$ cat src/rtl/ahb_sensor_poller.sv
// rtl/ahb_sensor_poller.sv - AHB-Lite master that polls a four-word sensor block
// and offers each complete set of readings as a valid/ready snapshot.
module ahb_sensor_poller #(
    parameter logic [31:0] BASE_ADDR   = 32'h5000_0000,
    parameter logic [31:0] POLL_PERIOD = 32'd32768
) (
    input  logic        HCLK,
    input  logic        HRESET,
    output logic [31:0] HADDR,
    output logic [1:0]  HTRANS,
    output logic        HWRITE,
    output logic [2:0]  HSIZE,
    output logic [2:0]  HBURST,
    output logic [31:0] HWDATA,
    input  logic [31:0] HRDATA,
    input  logic        HREADY,
    input  logic        HRESP,
    input  logic        enable,
    input  logic        start,
    output logic        snap_valid,
    input  logic        snap_ready,
    output logic        fork_edge,
    output logic        crank_edge,
    output logic [31:0] fork_cnt,
    output logic [31:0] pedal_cnt,
    output logic        overrun,
    output logic        bus_error
);

    localparam logic [31:0] PERIOD_LAST = POLL_PERIOD - 32'd1;
    localparam logic [1:0]  TRANS_IDLE   = 2'b00;
    localparam logic [1:0]  TRANS_NONSEQ = 2'b10;

    typedef enum logic [1:0] {
        S_IDLE,
        S_ADDR,
        S_LAST,
        S_ABORT
    } state_t;

    state_t      state;
    state_t      state_nxt;
    logic [1:0]  idx;
    logic [1:0]  idx_nxt;

    logic [31:0] period_cnt;
    logic        pending;
    logic        wrap;
    logic        req;
    logic        go;
    logic        capture;
    logic        complete;
    logic        abort_done;
    logic [1:0]  data_word;

    logic        fork_edge_shadow;
    logic        crank_edge_shadow;
    logic [31:0] fork_cnt_shadow;

    assign wrap = enable && (period_cnt == PERIOD_LAST);
    assign req  = start | wrap;

    // Address phase is purely a function of the FSM registers, so holding the
    // FSM during wait states holds every master output.
    assign HTRANS = (state == S_ADDR) ? TRANS_NONSEQ : TRANS_IDLE;
    assign HADDR  = BASE_ADDR + {28'd0, idx, 2'b00};
    assign HWRITE = 1'b0;
    assign HSIZE  = 3'b010;
    assign HBURST = 3'b000;
    assign HWDATA = 32'd0;

    // While issuing word i the bus is in the data phase of word i-1; in LAST
    // idx stays at 3 and the data phase belongs to word 3.
    assign data_word = (state == S_LAST) ? idx : idx - 2'd1;

    always_ff @(posedge HCLK or posedge HRESET) begin
        if (HRESET) begin
            state <= S_IDLE;
            idx   <= 2'd0;
        end else begin
            state <= state_nxt;
            idx   <= idx_nxt;
        end
    end

    always_comb begin
        state_nxt  = state;
        idx_nxt    = idx;
        go         = 1'b0;
        capture    = 1'b0;
        complete   = 1'b0;
        abort_done = 1'b0;
        case (state)
            S_IDLE: begin
                if (pending || req) begin
                    go        = 1'b1;
                    state_nxt = S_ADDR;
                    idx_nxt   = 2'd0;
                end
            end
            S_ADDR: begin
                if (HREADY) begin
                    capture = (idx != 2'd0);
                    if (idx == 2'd3) begin
                        state_nxt = S_LAST;
                    end else begin
                        idx_nxt = idx + 2'd1;
                    end
                end else if (HRESP && (idx != 2'd0)) begin
                    state_nxt = S_ABORT;
                end
            end
            S_LAST: begin
                if (HREADY) begin
                    capture  = 1'b1;
                    complete = 1'b1;
                    // Back-to-back polls skip IDLE so the next first address
                    // follows the final data phase directly.
                    if (pending || req) begin
                        go        = 1'b1;
                        state_nxt = S_ADDR;
                        idx_nxt   = 2'd0;
                    end else begin
                        state_nxt = S_IDLE;
                    end
                end else if (HRESP) begin
                    state_nxt = S_ABORT;
                end
            end
            S_ABORT: begin
                if (HREADY) begin
                    abort_done = 1'b1;
                    state_nxt  = S_IDLE;
                end
            end
            default: state_nxt = S_IDLE;
        endcase
    end

    always_ff @(posedge HCLK or posedge HRESET) begin
        if (HRESET) begin
            period_cnt <= 32'd0;
        end else if (!enable || wrap) begin
            period_cnt <= 32'd0;
        end else begin
            period_cnt <= period_cnt + 32'd1;
        end
    end

    // One-deep request latch; a request seen on a launch edge is consumed by it.
    always_ff @(posedge HCLK or posedge HRESET) begin
        if (HRESET) begin
            pending <= 1'b0;
        end else if (go) begin
            pending <= 1'b0;
        end else if (req) begin
            pending <= 1'b1;
        end
    end

    always_ff @(posedge HCLK or posedge HRESET) begin
        if (HRESET) begin
            fork_edge_shadow  <= 1'b0;
            crank_edge_shadow <= 1'b0;
            fork_cnt_shadow   <= 32'd0;
        end else if (capture) begin
            case (data_word)
                2'd0:    fork_edge_shadow  <= ~HRDATA[0];
                2'd1:    crank_edge_shadow <= ~HRDATA[0];
                2'd2:    fork_cnt_shadow   <= HRDATA;
                default: ;
            endcase
        end
    end

    always_ff @(posedge HCLK or posedge HRESET) begin
        if (HRESET) begin
            snap_valid <= 1'b0;
            fork_edge  <= 1'b0;
            crank_edge <= 1'b0;
            fork_cnt   <= 32'd0;
            pedal_cnt  <= 32'd0;
            overrun    <= 1'b0;
            bus_error  <= 1'b0;
        end else begin
            if (complete) begin
                fork_edge  <= fork_edge_shadow;
                crank_edge <= crank_edge_shadow;
                fork_cnt   <= fork_cnt_shadow;
                pedal_cnt  <= HRDATA;
                snap_valid <= 1'b1;
                if (snap_valid && !snap_ready) begin
                    overrun <= 1'b1;
                end
            end else if (snap_valid && snap_ready) begin
                snap_valid <= 1'b0;
            end
            if (abort_done) begin
                bus_error <= 1'b1;
            end
        end
    end

endmodule

$ cat config.mk
export PLATFORM = sky130hd
export DESIGN_NAME = ahb_sensor_poller
export DESIGN_NICKNAME = d
export VERILOG_FILES = /design/src/rtl/ahb_sensor_poller.sv
export SDC_FILE = /design/constraint.sdc
export NUM_CORES = 1
export LEC_CHECK = 0
export ABC_CLOCK_PERIOD_IN_PS = 5200
export BUFFER_PORTS_ARGS = -buffer_cell sky130_fd_sc_hd__buf_2
export CAP_MARGIN = 40
export CORE_ASPECT_RATIO = 0.75
export CORE_MARGIN = 2
export CORE_UTILIZATION = 35
export DETAILED_ROUTE_END_ITERATION = 6
export GPL_TIMING_DRIVEN = 0
export PLACE_DENSITY = 0.62
export SYNTH_ARGS = -nofsm -noshare
export SYNTH_HDL_FRONTEND = slang
export SYNTH_SLANG_ARGS = --single-unit
$ cat constraint.sdc
create_clock -name HCLK -period 5.2 [get_ports HCLK]
set_clock_uncertainty 0.1 [all_clocks]
set_input_delay 1.3 -clock HCLK [delete_from_list [all_inputs] [get_ports HCLK]]
set_output_delay 1.3 -clock HCLK [all_outputs]
set_load 0.02 [all_outputs]
Word-level counts from Yosys, hierarchy flattened
Index checks and enable logic that the tools add are counted.
- add/sub/neg operators: 4
- multipliers: 0
- div/mod/pow operators: 0
- magnitude comparators: 0
- equal/unequal tests: 15
- shifts and indexed selects: 0
- muxes and demuxes: 29
- bitwise logic cells: 2
- reductions and logical operators: 20
- operators with widths (operator ; number):
    adder 31 x 4 -> 32 bit, first input constant ; 1
    adder 32 x 1 -> 32 bit, second input constant ; 1
    equality test 32 x 15 -> 1 bit, second input constant ; 1
    two-way mux 32 bit ; 1
    two-way mux 2 bit ; 13
    two-way mux 1 bit ; 11
    inequality test 2 bit, second input constant ; 5
    equality test 2 bit, second input constant ; 4
    one-hot mux 2 bit (4 select lines) ; 1
    AND reduction 2 bit ; 4
    inequality test 3 x 2 -> 1 bit, second input constant ; 2
    one-hot mux 2 bit (3 select lines) ; 1
    nonzero test 2 bit ; 3
    AND reduction 5 bit ; 1
    equality test 2 x 1 -> 1 bit, second input constant ; 2
    logical AND 1 bit ; 4
    zero test 2 bit ; 2
    one-hot mux 1 bit (2 select lines) ; 2
    AND reduction 4 bit ; 1
    inequality test 3 bit, second input constant ; 1
    nonzero test 3 bit ; 1
    adder 2 x 1 -> 2 bit, second input constant ; 1
    zero test 1 bit ; 2
    logical OR 1 bit ; 2
    other kinds (3) ; 3
- flip-flop bits (word level): 140
- bits in latches: 0
- bits in writable memories: 0
- ROM bits: 0
- output and inout port bits: 142
- memories kept: 0

Depth between registers and ports, before layout
Gate-level depths: netlist of run 1.
- depth in word-level cells: 8
- depth in mapped cells: 8
- gate-level depth less buffers: 7

Worst setup path after synthesis of run 1
Ideal clock, no wire load.
- path type: input to register
- from: input HREADY
- to: register fork_cnt_shadow[0]
- library setup time: 125 ps
- data arrival time: 2451 ps
- setup slack: 2524 ps
- stages: 6
- path through: clkbuf_1 > nand2_1 > a21oi_1 > o21ai_1 > clkbuf_1 > mux2_2
- longest elaborated chain between the ends: 3
- elaborated cells on any way between the ends: 4
- those cells by class: 3 x mux; 1 x reduce/logical
- RTL lines (element ; RTL line ; text):
    start, declared ; 16 ; input logic HREADY,
    two-way mux 1 bit, on equally long branches ; 114, 102 ;
    one-hot mux 1 bit (2 select lines) (*) ; 93 ; case (state)
    AND reduction 2 bit (no line) (*) ; -- ;
    end signal, assigned ; 165 ; fork_cnt_shadow <= 32'd0;
    end signal, assigned ; 170 ; 2'd2: fork_cnt_shadow <= HRDATA;
    end, declared ; 58 ; logic [31:0] fork_cnt_shadow;
Every way passes the cells marked *; elsewhere a longest branch is shown, timed or not.
A chain may end at the register's enable or synchronous reset.

Worst setup path after layout of run 1
- from: register state[1]
- to: output HTRANS[1]
- longest elaborated chain between the ends: 2
- RTL lines (element ; RTL line ; text):
    start, declared ; 41 ; state_t state;
    start signal, assigned ; 81 ; state <= state_nxt;
    equality test 2 x 1 -> 1 bit ; 65 ; assign HTRANS = (state == S_ADDR) ? TRANS_NONSEQ : TRANS_IDLE;
    two-way mux 2 bit ; 65 ;
    end, declared ; 10 ; output logic [1:0] HTRANS,
No other way between the ends.

==> results.json, run 1 <==
{
  "layout-drive-gt1-share_pct": 43.9,
  "synth_cell_types": 40,
  "rr_worst_depth": 8,
  "diodes": 0,
  "htreeDepth": 4,
  "worstSetupPathType": "reg2out",
  "async_flop_share_pct": 100,
  "combPwrFrac_pct": 33.8,
  "finalSetupTns_ns": 0,
  "post_cts_buffers": 0,
  "port-buffer-count": 109,
  "p_sw_mw": 1.47,
  "start_util_pct": 35.8,
  "max_freq_ghz": 0.344,
  "internal_power_mw": 2.84,
  "die-area_sq_um": 19200,
  "clk_pin_slew_ns": 0.06,
  "ys_top_cells_by_count": "140 x dfrtp_1, 97 x mux2_2, 70 x buf_4",
  "fillers": 1679,
  "startpoint": "state[1]",
  "clock-sinks": 140,
  "synth.cell_area_sq_um": 6340,
  "viasPerCell": 4.27,
  "setup_viol": 0,
  "slew_headroom_pct": 45.4,
  "avgSynthCellArea_sq_um": 12.3,
  "tightest_slew_ns": 0.813,
  "synth_edf_count": 0,
  "antenna_found_initial": 0,
  "ys_seq_area_share_pct": 55.2,
  "wl_um": 12400,
  "worst-path-max-fanout": 7,
  "vias": 4131,
  "leakage_nw": 4.11,
  "yosysWarnings": 0,
  "finalCritPeriodShare_pct": 56.0,
  "drc_errors": 0,
  "grt_use_total_pct": 13.4,
  "cts_buffers": 17,
  "pwr_density_cell_nw_per_um2": 532,
  "yosysTopAreaCell": "dfrtp_1",
  "finish.utilization_pct": 45.7,
  "cts_resized": 0,
  "cp.arrival_ns": 1.51,
  "synth_top_area_share_pct": 55.2,
  "areaGrowthSynthToFinish_pct": 27.7,
  "slew_violations": 0,
  "grt_pass1_vias": 3856,
  "wl_per_cell_um": 12.8,
  "nets": 759,
  "clk_latency_ns": 0.42,
  "postRouteAntennaNets": 0,
  "reg2reg_setup_slack_ns": 2.49,
  "rsz0062_at_grt": "no",
  "placed_area_sq_um": 7510,
  "hpwl_um": 9080,
  "post-route-min-period_ns": 2.91,
  "cap_violations": 0,
  "ys_ff_latch": 140,
  "cts_tree": "done",
  "num_io_pins": 181,
  "switching_share_pct": 34.1,
  "synthFlopType": "dfrtp_1",
  "critical_path_required_ns": 3.80,
  "endpoint": "HTRANS[1]",
  "root_buffer": "clkbuf_16",
  "die_h_um": 121,
  "rows": 42,
  "grt_max_degree": 53,
  "finalHoldViolations": 0,
  "hp-class": "reg2reg",
  "end_kind": "output pin",
  "start_kind": "flop",
  "die_w_um": 159,
  "p_total_mw": 4.31,
  "pwr-share-clk_pct": 27.9,
  "syn_inst": 514,
  "worstReg2RegEnd": "fork_cnt_shadow[17]",
  "ir_drop_v": 0.000271,
  "cts_buffer_depth": 2,
  "drt_first_pass_iters": 4,
  "r2r-start": "state[0]",
  "design_area_sq_um": 8100,
  "synthTopCellsByArea": "dfrtp_1 55%, mux2_2 17%, buf_4 8.3%",
  "status": "completed",
  "grt_first_pass_wirelength_um": 20300,
  "synth.most_common_cell": "dfrtp_1",
  "design.core.area_sq_um": 17700,
  "grt_overflow": 0,
  "place_congestion": 0.779,
  "hold_buffers": 0,
  "dr.first_iter.drc_count": 174,
  "seqPwrFrac_pct": 38.3
}
registers in the layout (all words and copies together), names as in the netlist, 2 cells and up:
name	count
fork_cnt	32
fork_cnt_shadow	32
pedal_cnt	32
period_cnt	32
idx	2
state	2
critical path, stage by stage (launching register included):
cell	delay, ns
dfrtp_1	0.41
inv_1	0.14
ha_1	0.32
buf_2	0.22
power groups by stage:
| stage | combinational [mW] | clock (mW) | sequential (mW) |
|---|---|---|---|
| floorplan | 0.700 | 0 | 1.98 |
| global placement | 1.45 | 0 | 1.66 |
| detailed placement | 1.47 | 0 | 1.67 |
| CTS | 1.48 | 1.24 | 1.65 |
| global route | 1.58 | 1.29 | 1.70 |
| finish | 1.46 | 1.20 | 1.65 |
how the worst min path moves through the flow:
stage,to,slack (ns),start,cells after the start
detailed placement,bus_error,0.35,bus_error,1
finish,bus_error,0.35,bus_error,1
floorplan,period_cnt[0],0.35,period_cnt[0],1
global placement,bus_error,0.34,bus_error,1
global route,bus_error,0.37,bus_error,1
CTS,bus_error,0.36,bus_error,1
layer usage:
| metal | vias to the layer above | global-route usage [%] | wire length [um] |
|---|---|---|---|
| li1 | 2035 | - | - |
| met1 | 1970 | 18.9 | 5960 |
| met2 | 115 | 18.9 | 5430 |
| met3 | 11 | 4.56 | 792 |
| met4 | 0 | 5.57 | 169 |
| met5 | - | 0 | 0 |
cells by family after synthesis:
| family | Yosys count | synth area share [%] |
|---|---|---|
| other | 2 | 0.118 |
| AND/OR/NAND/NOR | 113 | 8.90 |
| AO/OA/AOI/OAI | 26 | 2.68 |
| flip-flops | 140 | 55.2 |
| buffers and inverters | 97 | 9.96 |
| adder cells (fa/ha/maj) | 8 | 1.58 |
| XOR/XNOR | 30 | 4.14 |
| multiplexers | 98 | 17.4 |
layout by cell type, fill, tap and decap left out, types with 3 or more instances in the layout:
master	netlist	final
and3_1	3	3
a21oi_1	6	6
nor2_1	41	41
ha_1	8	8
buf_1	6	6
nand4_1	14	14
and4_1	3	3
nor3_1	4	4
dfrtp_1	140	140
buf_2	4	113
nand3_1	13	13
nand2_1	18	18
clkbuf_1	5	6
xnor2_1	7	7
nor4_1	4	4
conb_1	2	70
mux2_2	97	97
buf_4	70	70
inv_1	12	11
o21ai_0	6	6
clkbuf_16	0	17
nand2b_1	5	5
xor2_1	23	23
clkinv_4	0	6
per-stage QoR:
stage,worst slack (ns),hold slack (ns),std cells
5_1_grt,2.18,0.365,967
3_5_place_dp,2.01,0.345,935
3_3_place_gp,-1.70,0.338,933
2_1_floorplan,0.0471,0.355,582
4_1_cts,2.26,0.357,967
6_report,2.29,0.352,967
final cells by class:
type                       instances  area (sq um)  share of cell area [%]
buffer                            85           587                    7.24
clock inverter                    12           139                    1.71
tap                              242           303                    3.74
timing repair buffer             111           601                    7.41
inverter                          12          50.0                   0.618
clock buffer                      20           457                    5.64
multi-input combinational        345          2460                    30.4
sequential                       140          3500                    43.2
(Power assumes the default switching activity.)
==> run 2, diff against run 1 <==
--- a/config.mk
+++ b/config.mk
@@ -5,7 +5,8 @@
 export SDC_FILE = /design/constraint.sdc
 export NUM_CORES = 1
 export LEC_CHECK = 0
-export ABC_CLOCK_PERIOD_IN_PS = 5200
+export ABC_AREA = 1
+export ABC_CLOCK_PERIOD_IN_PS = 2550
 export BUFFER_PORTS_ARGS = -buffer_cell sky130_fd_sc_hd__buf_2
 export CAP_MARGIN = 40
 export CORE_ASPECT_RATIO = 0.75
@@ -13,7 +14,7 @@
 export CORE_UTILIZATION = 35
 export DETAILED_ROUTE_END_ITERATION = 6
 export GPL_TIMING_DRIVEN = 0
-export PLACE_DENSITY = 0.62
+export PLACE_DENSITY = 0.61
 export SYNTH_ARGS = -nofsm -noshare
 export SYNTH_HDL_FRONTEND = slang
 export SYNTH_SLANG_ARGS = --single-unit
==> constraint.sdc (replaced) <==
create_clock -name HCLK -period 2.55 [get_ports HCLK]
set_clock_uncertainty 0.1 [all_clocks]
set_input_delay 0.6375 -clock HCLK [delete_from_list [all_inputs] [get_ports HCLK]]
set_output_delay 0.6375 -clock HCLK [all_outputs]
set_load 0.02 [all_outputs]
==> run 2 against run 1 <==
Sequential power is 99% higher. Combinational power is 84% higher. Largest power group unchanged. Cell area is 7.1% higher.
==> results.json, run 2 <==
{
  "avgSynthCellArea_sq_um": 8.76,
  "busiest_layer": "met1",
  "critical_path_required_ns": 2.73,
  "crit_buf_inv": 3,
  "synthTopCellsByArea": "dfrtp_1 51%, nand2_1 14%, buf_4 7.7%",
  "post_cts_buffers": 0,
  "grt_max_degree": 31,
  "hp-class": "in2async",
  "grt_use_total_pct": 15.9,
  "rsz0062_at_grt": "no",
  "yosysWarnings": 0,
  "use_met1_pct": 23.9,
  "nets": 1033,
  "die-area_sq_um": 20800,
  "grt_use_met3_pct": 3.58,
  "vias": 5321,
  "pwr_density_cell_nw_per_um2": 959,
  "tightest_slew_ns": 0.580,
  "ys_ff_latch": 140,
  "grt_first_pass_wirelength_um": 26500,
  "port-buffer-count": 110,
  "layout-drive-gt1-share_pct": 29.2,
  "hpwl_um": 12100,
  "synth.most_common_cell": "nand2_1",
  "design_area_sq_um": 8680,
  "dr.first_iter.drc_count": 301,
  "hold_ws_ns": 0.189,
  "async_flop_share_pct": 100,
  "cts_resized": 0,
  "finalHoldViolations": 0,
  "setup_slack_ns": 0.286,
  "ir_drop_v": 0.000566,
  "crit_cells": 6,
  "rows": 44,
  "worstSetupPathType": "reg2reg",
  "finalSetupTns_ns": 0,
  "drt_first_pass_iters": 5,
  "clk_pin_slew_ns": 0.07,
  "syn_inst": 784,
  "synth_cell_types": 39,
  "finish.utilization_pct": 44.9,
  "hold_buffers": 0,
  "grt_util_met2_pct": 22.7,
  "final_common_cell": "nand2_1",
  "max_freq_ghz": 0.442,
  "cap_violations": 0,
  "wl_um": 15800,
  "clock-sinks": 140,
  "cp_top_family": "buffers and inverters",
  "die_w_um": 166,
  "critPathSlowestCell": "clkbuf_1",
  "worst-path-max-fanout": 10,
  "p_total_mw": 8.32,
  "postRouteAntennaNets": 0,
  "placed_area_sq_um": 8110,
  "wl_per_cell_um": 12.6,
  "diodes": 0,
  "setup_viol": 0,
  "die_h_um": 125,
  "antenna_found_initial": 1,
  "slew_headroom_pct": 61.3,
  "place_congestion": 0.899,
  "grt_overflow": 0,
  "leakage_nw": 4.62,
  "cts_buffers": 17,
  "slew_violations": 0,
  "start_util_pct": 35.5,
  "yosysTopAreaCell": "dfrtp_1",
  "htreeDepth": 4,
  "cp.arrival_ns": 2.44,
  "cp_slowest_stage_delay_ns": 0.46,
  "ys_top_cells_by_count": "255 x nand2_1, 140 x dfrtp_1, 70 x buf_4",
  "ys_seq_area_share_pct": 51.0,
  "synth.cell_area_sq_um": 6870,
  "end_kind": "flop",
  "cts_buffer_depth": 2,
  "design.core.area_sq_um": 19300,
  "post-route-min-period_ns": 2.26,
  "areaGrowthSynthToFinish_pct": 26.4,
  "root_buffer": "clkbuf_16",
  "synthFlopType": "dfrtp_1",
  "cpMostUsedCell": "clkbuf_1",
  "num_io_pins": 181,
  "dp_cells": 1220,
  "synth_top_area_share_pct": 51.0,
  "start_kind": "flop",
  "grt_pass1_vias": 5113,
  "pre_cts_slack_ns": 0.285,
  "final_cell_mix": "255 x nand2_1, 140 x dfrtp_1, 116 x buf_2",
  "layout.cells.non_filler": 1252,
  "finalCritPeriodShare_pct": 88.8,
  "rr_worst_depth": 6,
  "status": "completed",
  "viasPerCell": 4.25,
  "synth_edf_count": 0,
  "clk_latency_ns": 0.41,
  "cts_tree": "done",
  "crit_chain": "inv_1 -> ha_1 -> nand2_1 -> clkbuf_1 -> clkbuf_1 -> o21ai_0",
  "drc_errors": 0
}
run 2: cell types whose count changed after synthesis, sizes merged, moves of 6 or more:
cell	previous run	this run
nand2	18	263
mux2	97	0
o21ai	7	71
inv	12	69
nor2	41	66
nor3	4	22
nand4	14	3
buf	80	86
nand3	14	8
nor4	6	0
run 2: cells by family after synthesis:
group           Yosys count  share of synthesized area (%)
simple gates            368                           22.8
buf+inv                 163                           13.8
flops                   140                           51.0
compound gates           79                           7.74
xor+xnor                 24                           3.06
fa+ha+maj                 8                           1.46
other cells               2                          0.109
run 2: worst paths after layout:
| path | to | slack [ns] | startpoint |
|---|---|---|---|
| worst max-delay path | pedal_cnt[22] | 0.29 | state[0] |
| worst min-delay path | period_cnt[19] | 0.19 | HRESET |
| worst max register to register | pedal_cnt[22] | 0.29 | state[0] |
| worst min register to register | bus_error | 0.36 | bus_error |
| max in group asynchronous | pedal_cnt[1] | 1.06 | HRESET |
| min in group HCLK | overrun | 0.32 | snap_ready |
run 2: power by group:
group,internal (mW),switching (mW),leakage (nW)
combinational,0.945,1.73,2.50
clock,1.30,1.07,0.274
sequential,2.90,0.383,1.84
run 2: layout make-up:
cell class              count  area, sq um
multi-input cells         549         2670
repair buffers            115          666
well taps                 253          317
clock inverters            15          144
plain buffers              93          687
flip-flops and latches    140         3500
clock buffers              17          425
inverters                  70          267
fillers                  1955        10600
run 2: layer usage:
metal / routed length, um / up-vias
li1: - / 2687
met1: 7910 / 2456
met2: 6680 / 170
met3: 1110 / 6
met4: 74 / 2
met5: 11 / -
==> run 3, diff against run 2 <==
==> constraint.sdc (replaced) <==
create_clock -name HCLK -period 2.55 [get_ports HCLK]
set_clock_uncertainty 0.1 [all_clocks]
set_input_delay 0.1275 -clock HCLK [delete_from_list [all_inputs] [get_ports HCLK]]
set_output_delay 0.1275 -clock HCLK [all_outputs]
set_load 0.02 [all_outputs]
==> run 3 against run 2 <==
Routed wire length rose by 1.7%. Global-route usage rose by 0.35 points. Sequential share of layout area fell by 1.6 points. Setup slack got worse by 0.028 ns. Final cell count rose by 2.9%. Largest power group unchanged. Critical path depth rose by 1. Combinational power rose by 2%. Worst hold slack got worse by 0.15 ns. Sequential power barely moved. Register-to-register slack got worse by 0.03 ns.
==> results.json, run 3 (synthesis gave the netlist of run 2 again) <==
{
  "status": "completed",
  "max_freq_ghz": 0.436,
  "placed_area_sq_um": 8110,
  "tightest_slew_ns": 0.578,
  "wl_per_cell_um": 12.5,
  "grt_first_pass_wirelength_um": 27100,
  "slew_violations": 0,
  "finalCritPeriodShare_pct": 89.8,
  "clock-sinks": 140,
  "nets": 1069,
  "fillers": 1920,
  "design.core.area_sq_um": 19300,
  "cts_tree": "done",
  "end_kind": "flop",
  "rows": 44,
  "design_area_sq_um": 9040,
  "areaGrowthSynthToFinish_pct": 31.6,
  "cap_violations": 0,
  "ir_drop_v": 0.000566,
  "grt_overflow": 0,
  "htreeDepth": 4,
  "hpwl_um": 12100,
  "p_total_mw": 8.37,
  "viasPerCell": 4.20,
  "num_io_pins": 181,
  "rsz0062_at_grt": "no",
  "root_buffer": "clkbuf_16",
  "multi_input_area_sq_um": 2670,
  "reg2reg_setup_slack_ns": 0.26,
  "hp-class": "in2reg",
  "die_h_um": 125,
  "die-area_sq_um": 20800,
  "vias": 5409,
  "start_kind": "flop",
  "regArea_sq_um": 3500,
  "worst-path-max-fanout": 10,
  "final_cell_mix": "255 x nand2_1, 140 x dfrtp_1, 116 x buf_2",
  "r2r-start": "state[0]",
  "setup_viol": 0,
  "postRouteAntennaNets": 0,
  "clk_latency_ns": 0.41,
  "antenna_found_initial": 0,
  "dr.first_iter.drc_count": 295,
  "wl_um": 16100,
  "drc_errors": 0,
  "cp.arrival_ns": 2.51,
  "post-route-min-period_ns": 2.29,
  "rr_worst_depth": 7,
  "slew_headroom_pct": 61.4,
  "worstHoldEndpoint": "state[1]",
  "port-buffer-count": 110,
  "cts_buffers": 17,
  "min_from": "start",
  "grt_max_degree": 31,
  "hold-path-cell-count": 6,
  "layout-drive-gt1-share_pct": 28.2,
  "worstReg2RegEnd": "pedal_cnt[0]",
  "die_w_um": 166,
  "final_common_cell": "nand2_1",
  "diodes": 0,
  "leakage_nw": 4.77,
  "worstSetupPathType": "reg2reg",
  "grt_use_total_pct": 16.2,
  "clk_pin_slew_ns": 0.07,
  "place_congestion": 0.899,
  "finalHoldViolations": 0,
  "pwr_density_cell_nw_per_um2": 926,
  "grt_pass1_vias": 5326,
  "drt_first_pass_iters": 5,
  "cts_buffer_depth": 2,
  "post_cts_buffers": 0,
  "critical_path_required_ns": 2.77,
  "start_util_pct": 35.5
}
-- run 3: cell count changes in the layout (fill, tap and decap cells not counted) --
cell           previous run  this run
buf_1                     1         2
dlygate4sd3_1             0        36
clkbuf_1                  7         6
-- run 3: worst max-delay path by stage --
stage              from            end  slack, ns  depth (start not counted)
2_1_floorplan    HRESET      bus_error       0.57                          1
3_3_place_gp     HRESET   pedal_cnt[3]      -0.41                          2
3_5_place_dp   state[0]  pedal_cnt[29]       0.29                          6
4_1_cts        state[0]  pedal_cnt[29]       0.26                          6
5_1_grt        state[0]   pedal_cnt[0]     0.0004                          7
6_report       state[0]   pedal_cnt[0]       0.26                          7
-- run 3: through the flow --
step | hold WS [ns] | std cells | setup WS [ns] | TNS, ns | utilization [%]
floorplan | 0.127 | 852 | 0.573 | 0 | -
global placement | 0.230 | 1215 | -0.410 | -55.10 | 41.4
detailed placement | 0.119 | 1220 | 0.285 | 0 | 42.0
CTS | 0.0251 | 1288 | 0.261 | 0 | 46.8
global route | 0.0591 | 1288 | 0.000438 | 0 | 46.8
finish | 0.0408 | 1288 | 0.259 | 0 | 46.8
-- run 3: area by class of cell --
class                      count  share of cell area, %
buffer                        93                   7.60
clock buffer                  17                   4.71
clock inverter                15                   1.59
inverter                      70                   2.95
multi-input combinational    549                   29.6
sequential                   140                   38.8
tap                          253                   3.50
timing repair buffer         151                   11.3
-- run 3: report_power, final --
| group | internal, mW | switching (mW) | total [mW] |
|---|---|---|---|
| registers | 2.90 | 0.384 | 3.28 |
| clock network | 1.30 | 1.06 | 2.36 |
| logic | 0.981 | 1.75 | 2.73 |
-- run 3: critical path, stage by stage, from the launching register on --
cell and delay [ns]:
dfrtp_1 0.45, inv_1 0.09, ha_1 0.29, nand2_1 0.15, clkbuf_1 0.42, buf_1 0.45, nand2_1 0.13, o21ai_0 0.12
-- run 3: layer usage --
layer / share of wire (%) / GRT usage (%)
met1: 51 / 24.2
met2: 43 / 23.6
met3: 5.4 / 3.45
met4: 1.2 / 5.12
met5: 0 / 0
-- run 3: timing repair --
| action | 4_1_cts | 5_1_grt |
|---|---|---|
| endpoints found under the hold margin | 91 | 0 |
| setup endpoints to repair | 0 | 1 |
| hold buffers | 36 | 0 |
| resized for setup | 0 | 1 |
